[config.mk]
export PLATFORM = sky130hd
export DESIGN_NAME = uart_tx_buffer
export DESIGN_NICKNAME = d
export VERILOG_FILES = /design/src/rtl/uart_tx_buffer.sv
export SDC_FILE = /design/constraint.sdc
export NUM_CORES = 1
export LEC_CHECK = 0
export CAP_MARGIN = 20
export CORE_UTILIZATION = 40
export DETAILED_ROUTE_END_ITERATION = 10
export SKIP_CTS_REPAIR_TIMING = 1
export SLEW_MARGIN = 5
export SYNTH_ARGS = -nofsm -noshare
export SYNTH_HDL_FRONTEND = slang
export SYNTH_SLANG_ARGS = --single-unit
[constraint.sdc]
create_clock -name clk -period 3.08 [get_ports clk]
set_input_delay 0.616 -clock clk [delete_from_list [all_inputs] [get_ports clk]]
set_output_delay 0.616 -clock clk [all_outputs]
set_load 0.02 [all_outputs]
[src/rtl/uart_tx_buffer.sv]
// Transmit byte buffer: circular FIFO feeding a UART transmitter via a drain FSM.
// Optional UART_TX_BUFFER_FLUSH_EN adds a synchronous flush input.
module uart_tx_buffer #(
    parameter int DATA_W = 8,
    parameter int ADDR_W = 3
) (
    input  logic              clk,
    input  logic              reset,
    input  logic              wr,
    input  logic [DATA_W-1:0] w_data,
`ifdef UART_TX_BUFFER_FLUSH_EN
    input  logic              flush,
`endif
    output logic              full,
    output logic              empty,
    output logic [ADDR_W:0]   count,
    output logic              ovf,
    output logic              tx_start,
    output logic [DATA_W-1:0] tx_data,
    input  logic              tx_done_tick,
    output logic              busy
);

    localparam int DEPTH = 2**ADDR_W;
    localparam logic [ADDR_W:0]   CNT_FULL = (ADDR_W+1)'(DEPTH);
    localparam logic [ADDR_W:0]   CNT_ONE  = {{ADDR_W{1'b0}}, 1'b1};
    localparam logic [ADDR_W-1:0] PTR_ONE  = {{(ADDR_W-1){1'b0}}, 1'b1};

    typedef enum logic [1:0] {IDLE, SEND, WAIT} state_t;

    state_t              state, state_next;
    logic [DATA_W-1:0]   mem [DEPTH];
    logic [ADDR_W-1:0]   w_ptr, r_ptr;
    logic [ADDR_W:0]     count_next;
    logic                push, pop, flush_i;

`ifdef UART_TX_BUFFER_FLUSH_EN
    assign flush_i = flush;
`else
    assign flush_i = 1'b0;
`endif

    // Writes are judged against the registered full flag, so a same-edge pop
    // never makes room for a write arriving while full.
    assign push = wr & ~full & ~flush_i;

    always_comb begin
        state_next = state;
        pop        = 1'b0;
        case (state)
            IDLE: begin
                if (!empty && !flush_i) begin
                    pop        = 1'b1;
                    state_next = SEND;
                end
            end
            SEND: state_next = WAIT;
            WAIT: begin
                if (tx_done_tick)
                    state_next = IDLE;
            end
            default: state_next = IDLE;
        endcase
    end

    always_comb begin
        count_next = count;
        if (flush_i)
            count_next = '0;
        else if (push && !pop)
            count_next = count + CNT_ONE;
        else if (pop && !push)
            count_next = count - CNT_ONE;
    end

    always_ff @(posedge clk or posedge reset) begin
        if (reset) begin
            state   <= IDLE;
            w_ptr   <= '0;
            r_ptr   <= '0;
            count   <= '0;
            empty   <= 1'b1;
            full    <= 1'b0;
            ovf     <= 1'b0;
            tx_data <= '0;
        end else begin
            state <= state_next;
            count <= count_next;
            empty <= (count_next == '0);
            full  <= (count_next == CNT_FULL);
            if (wr && full && !flush_i)
                ovf <= 1'b1;
            if (flush_i) begin
                w_ptr <= '0;
                r_ptr <= '0;
            end else begin
                if (push)
                    w_ptr <= w_ptr + PTR_ONE;
                if (pop) begin
                    r_ptr   <= r_ptr + PTR_ONE;
                    tx_data <= mem[r_ptr];
                end
            end
        end
    end

    // Storage carries no reset; only entries between the pointers are ever read.
    always_ff @(posedge clk) begin
        if (push)
            mem[w_ptr] <= w_data;
    end

    assign tx_start = (state == SEND);
    assign busy     = (state != IDLE);

endmodule

== Word-level counts from Yosys, hierarchy flattened ==
Memory sizes are Yosys's and may differ from the RTL's. A register that Yosys moved wholly into a read port is not among the register bits.
Cells that the tools add are included.
Storage, ports and cells
  word-level logic and storage cells: 37
  memories kept: 1
  flip-flop bits (word level): 15
  memory bits (writable): 64
  output and inout port bits: 17
  bits of input ports: 12
Memory list
  mem: words 8, bits a word 8, read ports 1, clocked after Yosys merged registers in 1, wr ports 1, line 32  | logic [DATA_W-1:0] mem [DEPTH];
Cells by class
  add/sub/neg operators: 4
  reductions and logical operators: 9
  bitwise logic cells: 2
  mux-type cells: 9
  equal/unequal tests: 5
Operators with widths (count)
  4-bit two-way mux: 2
  3-bit by 1-bit adder with 3-bit output (second input constant): 2
  2-bit case mux with 3 select lines: 1
  4-bit by 1-bit adder with 4-bit output (second input constant): 1
  4-bit == test (second input constant): 1
  4-bit logical NOT: 1
  1-bit two-way mux: 4
  2-bit two-way mux: 2
  2-bit inequality test (second input constant): 2
  4-bit by 1-bit subtractor with 4-bit output (second input constant): 1
  1-bit logical AND: 3
  2-bit by 1-bit == test with 1-bit output (second input constant): 1
  2-bit == test (second input constant): 1
  1-bit logical NOT: 2
  2-bit logical NOT: 1
  2-bit AND reduction: 1
  2-bit nonzero test: 1
  1-bit AND: 1
  1-bit NOT: 1

== Depth between registers and ports, before layout ==
Gate-level depths: netlist of run 1.
  word-level depth: 7
  gate-level depth with buffers: 6
  depth with buffers taken out: 6

== Worst setup path before layout of run 1 ==
No wires, ideal clock.
  path kind: input -> register
  from: input wr
  to: memory mem[0][0], enable pin
  setup slack: 1.042 ns
  library setup time: 0.395 ns
  required time: 2.685 ns
  stages on the path: 3
  path buffers: 1
  data arrival time: 1.643 ns
  path through: nand2b_1 -> buf_2 -> nor4_1
Between the ends
  cells in the longest elaborated chain, start to end: 3
Ends and longest elaborated chain
  start, declared: line 9  | input logic wr,
  1-bit AND: line 45  | assign push = wr & ~full & ~flush_i;
  1-bit two-way mux: line 109  | if (push)
  1-bit two-way mux (implied by the code): line 110  | mem[w_ptr] <= w_data;
  end, declared: line 32
No other way between the ends.

== Final worst setup path of run 1 ==
  from: input wr
  to: memory mem[3][7], enable pin
The elaborated chain is that of the path after synthesis.

==> results.toml, run 1 <==
[clocking]
cts.clk_slew.worst_paths_ps = 80
cts-root-buf = "clkbuf_8"
cts_made_buffers = 9
cts.sinks = 87
cts_tree = "done"
clk_latency_ps = 350
htree_levels = 3
clock_path_buffers = 2

[critical_path]
worstPathRequired_ps = 3140
path_max_fanout = 8
critPathCaptureType = "flop"
r2r_cells = 6
critPathLaunchType = "input port"
cp_slowest_cell = "nor2b_1"
crit_buf_inv = 2
reg2reg_slack_ps = 1180
critPathArrivalTime_ps = 2290
crit_type = "input port to flop"
reg2reg_from = "count[0]$_DFF_PP0_"
path_delay_family = "simple AND/OR/NAND/NOR gates"
crit_chain = "clkdlybuf4s50_1 -> nor2b_1 -> nand2_1 -> nor2_1 -> buf_4"
timing.rr.end = "full$_DFF_PP0_"
critPathMaxStageDelay_ps = 560

[timing]
setup_violations = 0
slew_viol_final = 0
tightest_slew_ps = 865.4
fin_worst_skew_ps = 9.403
timing.final.hold_violations = 0
maxSlewHeadroom = 0.4224
period_needed_ps = 2233
fmax_mhz = 447.9
tns_ps = 0
rsz0062_at_grt = "no"
hold_slack_ps = 463.1
fin_crit_sh = 0.7248

[grt]
grt_pass1_vias = 1690
antenna_found_initial = 0
grt_max_degree = 24
met3_usage = 0.05104
grt_use_total = 0.1476
use_met1 = 0.2004
use_met2 = 0.2226
grt_first_pass_wirelength_um = 9287
grt_overflow = 0
top_usage_layer = "met2"

[synthesis]
synth_top_area_cell = "edfxtp_1"
avgSynthCellArea_sq_um = 17.42
synth_cells = 201
ys_ff_latch = 87
synth_top_flop_cell = "edfxtp_1"
yosys.area.top_type_share = 0.5490
synth_area_leaders = "edfxtp_1, dfrtp_1, mux4_2"
syn-num-nets = 217
netlist_area_sq_um = 3501
ys_seq_area_frac = 0.7137
yosys_warnings = 0
ys_top_cells_by_count = "edfxtp_1, dfrtp_1, nand2_1"
synth_enable_flop_cells = 64
post-synth-top-count-cell = "edfxtp_1"
async_flop_share = 0.2644
yosysUniqueCellTypes = 37

[routing]
ant_nets = 0
drtIter0Drc = 51
drt_wl_total_um = 5924
wire_per_inst_um = 16.93
dr.pass1.iters = 4
vias_per_cell = 5.097
vias = 1784
route.detailed.drc = 0

[cells_and_area]
nNetsFinal = 256
area_delta_synth_final_pct = 18.23
antenna_cells = 0
drive_above_1_share = 0.2082
fin_util = 0.4963

[floorplanning]
die_x_um = 95.55
start_util = 0.4197
core-area_sq_um = 8341
row_count = 33
die-area_sq_um = 9130
die_y_um = 95.55
io_pins = 29

[pwr]
p_leak_nw = 1.465
clkPwrFrac = 0.190
p_switching_mw = 1.386
power_frac_seq = 0.441
power_density_nw_per_um2 = 983.5
combPwrFrac = 0.369
ir_worst_vdd_v = 0.0003394
p_int_mw = 2.685
swShare = 0.3404

[worst_hold_path]
hold_depth = 1
hp-class = "flop to flop"
hold_end = "ovf$_DFFE_PP0P_"
hp-start = "ovf$_DFFE_PP0P_"

[job]
cap_viol_max_count = 0

[placed_design]
numPortBuffers = 28
gp_congestion = 0.7772
hpwl_um = 3833

[run_status]
status = "completed"
==> cells in the final DEF, fill, tap and decap left out, types with 3 or more instances in the layout <==
cell type	netlist	final
buf_4	1	9
clkbuf_8	0	9
clkdlybuf4s50_1	0	28
dfrtp_1	22	22
edfxtp_1	64	64
ha_1	4	4
inv_1	3	3
mux2i_1	8	8
mux4_2	16	16
nand2_1	20	20
nand2b_1	3	3
nor2_1	6	6
nor3_1	6	6
o21ai_0	10	10
xnor2_1	5	5
==> cells by family after synthesis <==
group / Yosys count / synth area share
AND/OR/NAND/NOR: 49 / 0.07291
adder cells (fa/ha/maj): 4 / 0.01430
AO/OA/AOI/OAI: 17 / 0.03324
multiplexers: 24 / 0.1258
flip-flops: 87 / 0.7137
XOR/XNOR: 7 / 0.02180
buffers and inverters: 13 / 0.01823
==> final cells by class <==
type | count | area [sq um]
Clock buffer | 10 | 127.6
Clock inverter | 6 | 68.82
Fill cell | 723 | 4202
Inverter | 4 | 20.02
Multi-Input combinational cell | 101 | 944.7
Sequential cell | 87 | 2499
Tap cell | 105 | 131.4
Timing Repair Buffer | 37 | 347.8
==> metrics by stage <==
step | area [sq um] | total power, mW | setup slack (ps) | instances
5_1_grt | 4139 | 4.328 | 719.9 | 350
4_1_cts | 4139 | 4.131 | 844.2 | 350
2_1_floorplan | 3501 | 2.829 | 1042 | 201
3_5_place_dp | 3943 | 3.350 | 467.6 | 334
3_3_place_gp | 3943 | 3.328 | 510.2 | 334
6_report | 4139 | 4.071 | 847.5 | 350
==> worst max-delay path by stage <==
stage	startpoint	end	slack (ps)	depth (start not counted)
finish	wr	mem[3][7]$_DFFE_PP_	850	5
detailed placement	wr	mem[3][1]$_DFFE_PP_	470	5
global route	wr	mem[3][7]$_DFFE_PP_	720	5
CTS	state[0]$_DFFE_PP0P_	busy	840	2
global placement	wr	mem[1][6]$_DFFE_PP_	510	5
floorplan	wr	mem[0][0]$_DFFE_PP_	1040	3
==> metal layers <==
metal	vias to the layer above	routed length, um
met5	-	0
met4	0	64
met3	9	204
met2	35	2773
met1	895	2881
li1	845	-
==> worst reg2reg max path: cells and delay by family, from the launching register on <==
kind | cells | cell delay (ps)
AO/OA/AOI/OAI | 1 | 190
flip-flops | 1 | 470
adder cells (fa/ha/maj) | 1 | 150
AND/OR/NAND/NOR | 2 | 660
XOR/XNOR | 1 | 200
buffers and inverters | 1 | 120
==> sequential cells by signal, indices dropped and copies added (netlist names) <==
signal and cells:
mem 64, tx_data 8, count 4, r_ptr 3
w_ptr 3, state 2, empty 1, full 1
ovf 1
==> power by group through the flow <==
stage	Sequential [mW]	Combinational, mW	Clock, mW
floorplan	1.82	1.01	0
global placement	1.82	1.51	0
detailed placement	1.82	1.53	0
CTS	1.80	1.53	0.807
global route	1.83	1.65	0.848
finish	1.80	1.50	0.775
No activity file was read; power rests on OpenSTA's default activity.
==> run 2: changes to the inputs <==
Clock period 3.08 ns to 2.2 ns, I/O delays scaled along.
==> run 2 against run 1 <==
Against the previous run:
- worst setup slack worse by 670 ps
- critical endpoint is now busy
- critical path depth down 3
- core utilization increased by 0.99 points
- routed wire length up 5.1%
- power up 46%
- sequential share of layout area down 1.2 points
- die area is the same
- non-clock buffer count rose by 6
- critical path type is now flop to output pin
==> results.toml, run 2 (same netlist as run 1, synthesis figures left out) <==
[cells_and_area]
reg_top3 = "mem (64), tx_data (8), count (4)"
mostFrequentLayoutCell = "edfxtp_1"
antenna_cells = 0
area_delta_synth_final_pct = 20.59
nNetsFinal = 262
top_register = "mem"
nFillCells = 695
layout_common_cells = "edfxtp_1, clkdlybuf4s50_1, dfrtp_1"
drive_above_1_share = 0.2271
largest_reg_flops = 64
layoutNonFillerInstCount = 356

[critical_path]
crit_type = "flop to output pin"
critPathArrivalTime_ps = 1580
worstPathRequired_ps = 1760
critPathCaptureType = "output pin"
critPathLaunchType = "flop"
reg2reg_slack_ps = 300
reg2reg_from = "count[1]$_DFF_PP0_"
path_max_fanout = 5
worstSetupStartpoint = "state[0]$_DFFE_PP0P_"

[routing]
ant_nets = 0
route.detailed.drc = 0
wire_per_inst_um = 17.50
vias = 1824
vias_per_cell = 5.124
dr.pass1.iters = 4
drtIter0Drc = 93
drt_wl_total_um = 6229

[clocking]
clk_latency_ps = 350
cts.clk_slew.worst_paths_ps = 90
htree_levels = 3
cts.sinks = 87
clock_path_buffers = 2
cts_made_buffers = 9
cts_tree = "done"
cts-root-buf = "clkbuf_8"

[grt]
grt_use_total = 0.1563
grt_max_degree = 24
antenna_found_initial = 0
grt_overflow = 0
grt_pass1_vias = 1811
grt_first_pass_wirelength_um = 10030

[pwr]
combPwrFrac = 0.385
power_frac_seq = 0.410
ir_worst_vdd_v = 0.0004130
p_int_mw = 3.946
power_density_nw_per_um2 = 1410
clkPwrFrac = 0.205
p_switching_mw = 2.004
p_leak_nw = 1.509
swShare = 0.3368

[timing]
setup_violations = 0
tightest_slew_ps = 626.3
slew_viol_final = 0
rsz0062_at_grt = "no"
fmax_mhz = 495.3
tns_ps = 0
timing.final.hold_violations = 0
maxSlewHeadroom = 0.5825
period_needed_ps = 2019
fin_crit_sh = 0.9177
fin_worst_skew_ps = 13.85
fin_ws_ps = 181.1

[floorplanning]
io_pins = 29
start_util = 0.4197
row_count = 33
die_x_um = 95.55
die_y_um = 95.55
die-area_sq_um = 9130
core-area_sq_um = 8341

[placed_design]
place_inst = 340
numPortBuffers = 28
gp_congestion = 0.7382
hpwl_um = 4171
dp_slack_ps = 114.0

[run_status]
status = "completed"

[worst_hold_path]
hp-class = "input port to async pin"

[job]
cap_viol_max_count = 0
-- run 2: changes by cell type in the layout (fill, tap and decap cells not counted), sizes merged --
cell | before | now
buf | 9 | 15
bufinv | 1 | 2
clkinv | 3 | 2
-- run 2: worst paths after layout --
kind / endpoint / depth (start not counted)
setup / recovery: busy / 2
hold / removal: tx_data[6]$_DFFE_PP0P_ / 3
setup reg to reg: full$_DFF_PP0_ / 6
hold reg to reg: ovf$_DFFE_PP0P_ / 1
max in group asynchronous: empty$_DFF_PP1_ / 3
min in group clk: ovf$_DFFE_PP0P_ / 1
-- run 2: critical path, cell delays in order, from the launching register on --
cell	delay, ps
dfrtp_1	410
or2_2	300
clkdlybuf4s50_1	530
-- run 2: power by group through the flow --
stage	registers, mW	clock network [mW]	logic [mW]
floorplan	2.55	0	1.41
global placement	2.47	0	2.29
detailed placement	2.48	0	2.32
CTS	2.44	1.26	2.32
global route	2.49	1.32	2.51
finish	2.44	1.22	2.29
-- run 2: per-stage QoR --
step	util	total power [mW]	hold WS (ps)	cell area, sq um
after floorplan	-	3.961	441.2	3501
after global placement	0.4796	4.764	452.4	4000
after global routing	0.5062	6.321	455.1	4222
after CTS	0.5062	6.021	424.9	4222
after detailed placement	0.4796	4.800	452.7	4000
final	0.5062	5.951	428.2	4222
-- run 2: layout make-up --
class	instances	area [sq um]	share of cell area
multi-input combinational	101	944.7	0.2238
inverter	4	20.02	0.004742
sequential	87	2499	0.5919
timing repair buffer	43	405.4	0.09603
tap	105	131.4	0.03112
clock buffer	10	127.6	0.03023
clock inverter	6	93.84	0.02223
-- run 2: per-layer routing --
metal  global-route usage  wire (um)  up-vias
met4              0.06716         53        0
met1               0.2089       3009      923
met5                    0          0        -
met3              0.03429        187        5
met2               0.2464       2979       36
li1                     -          -      860
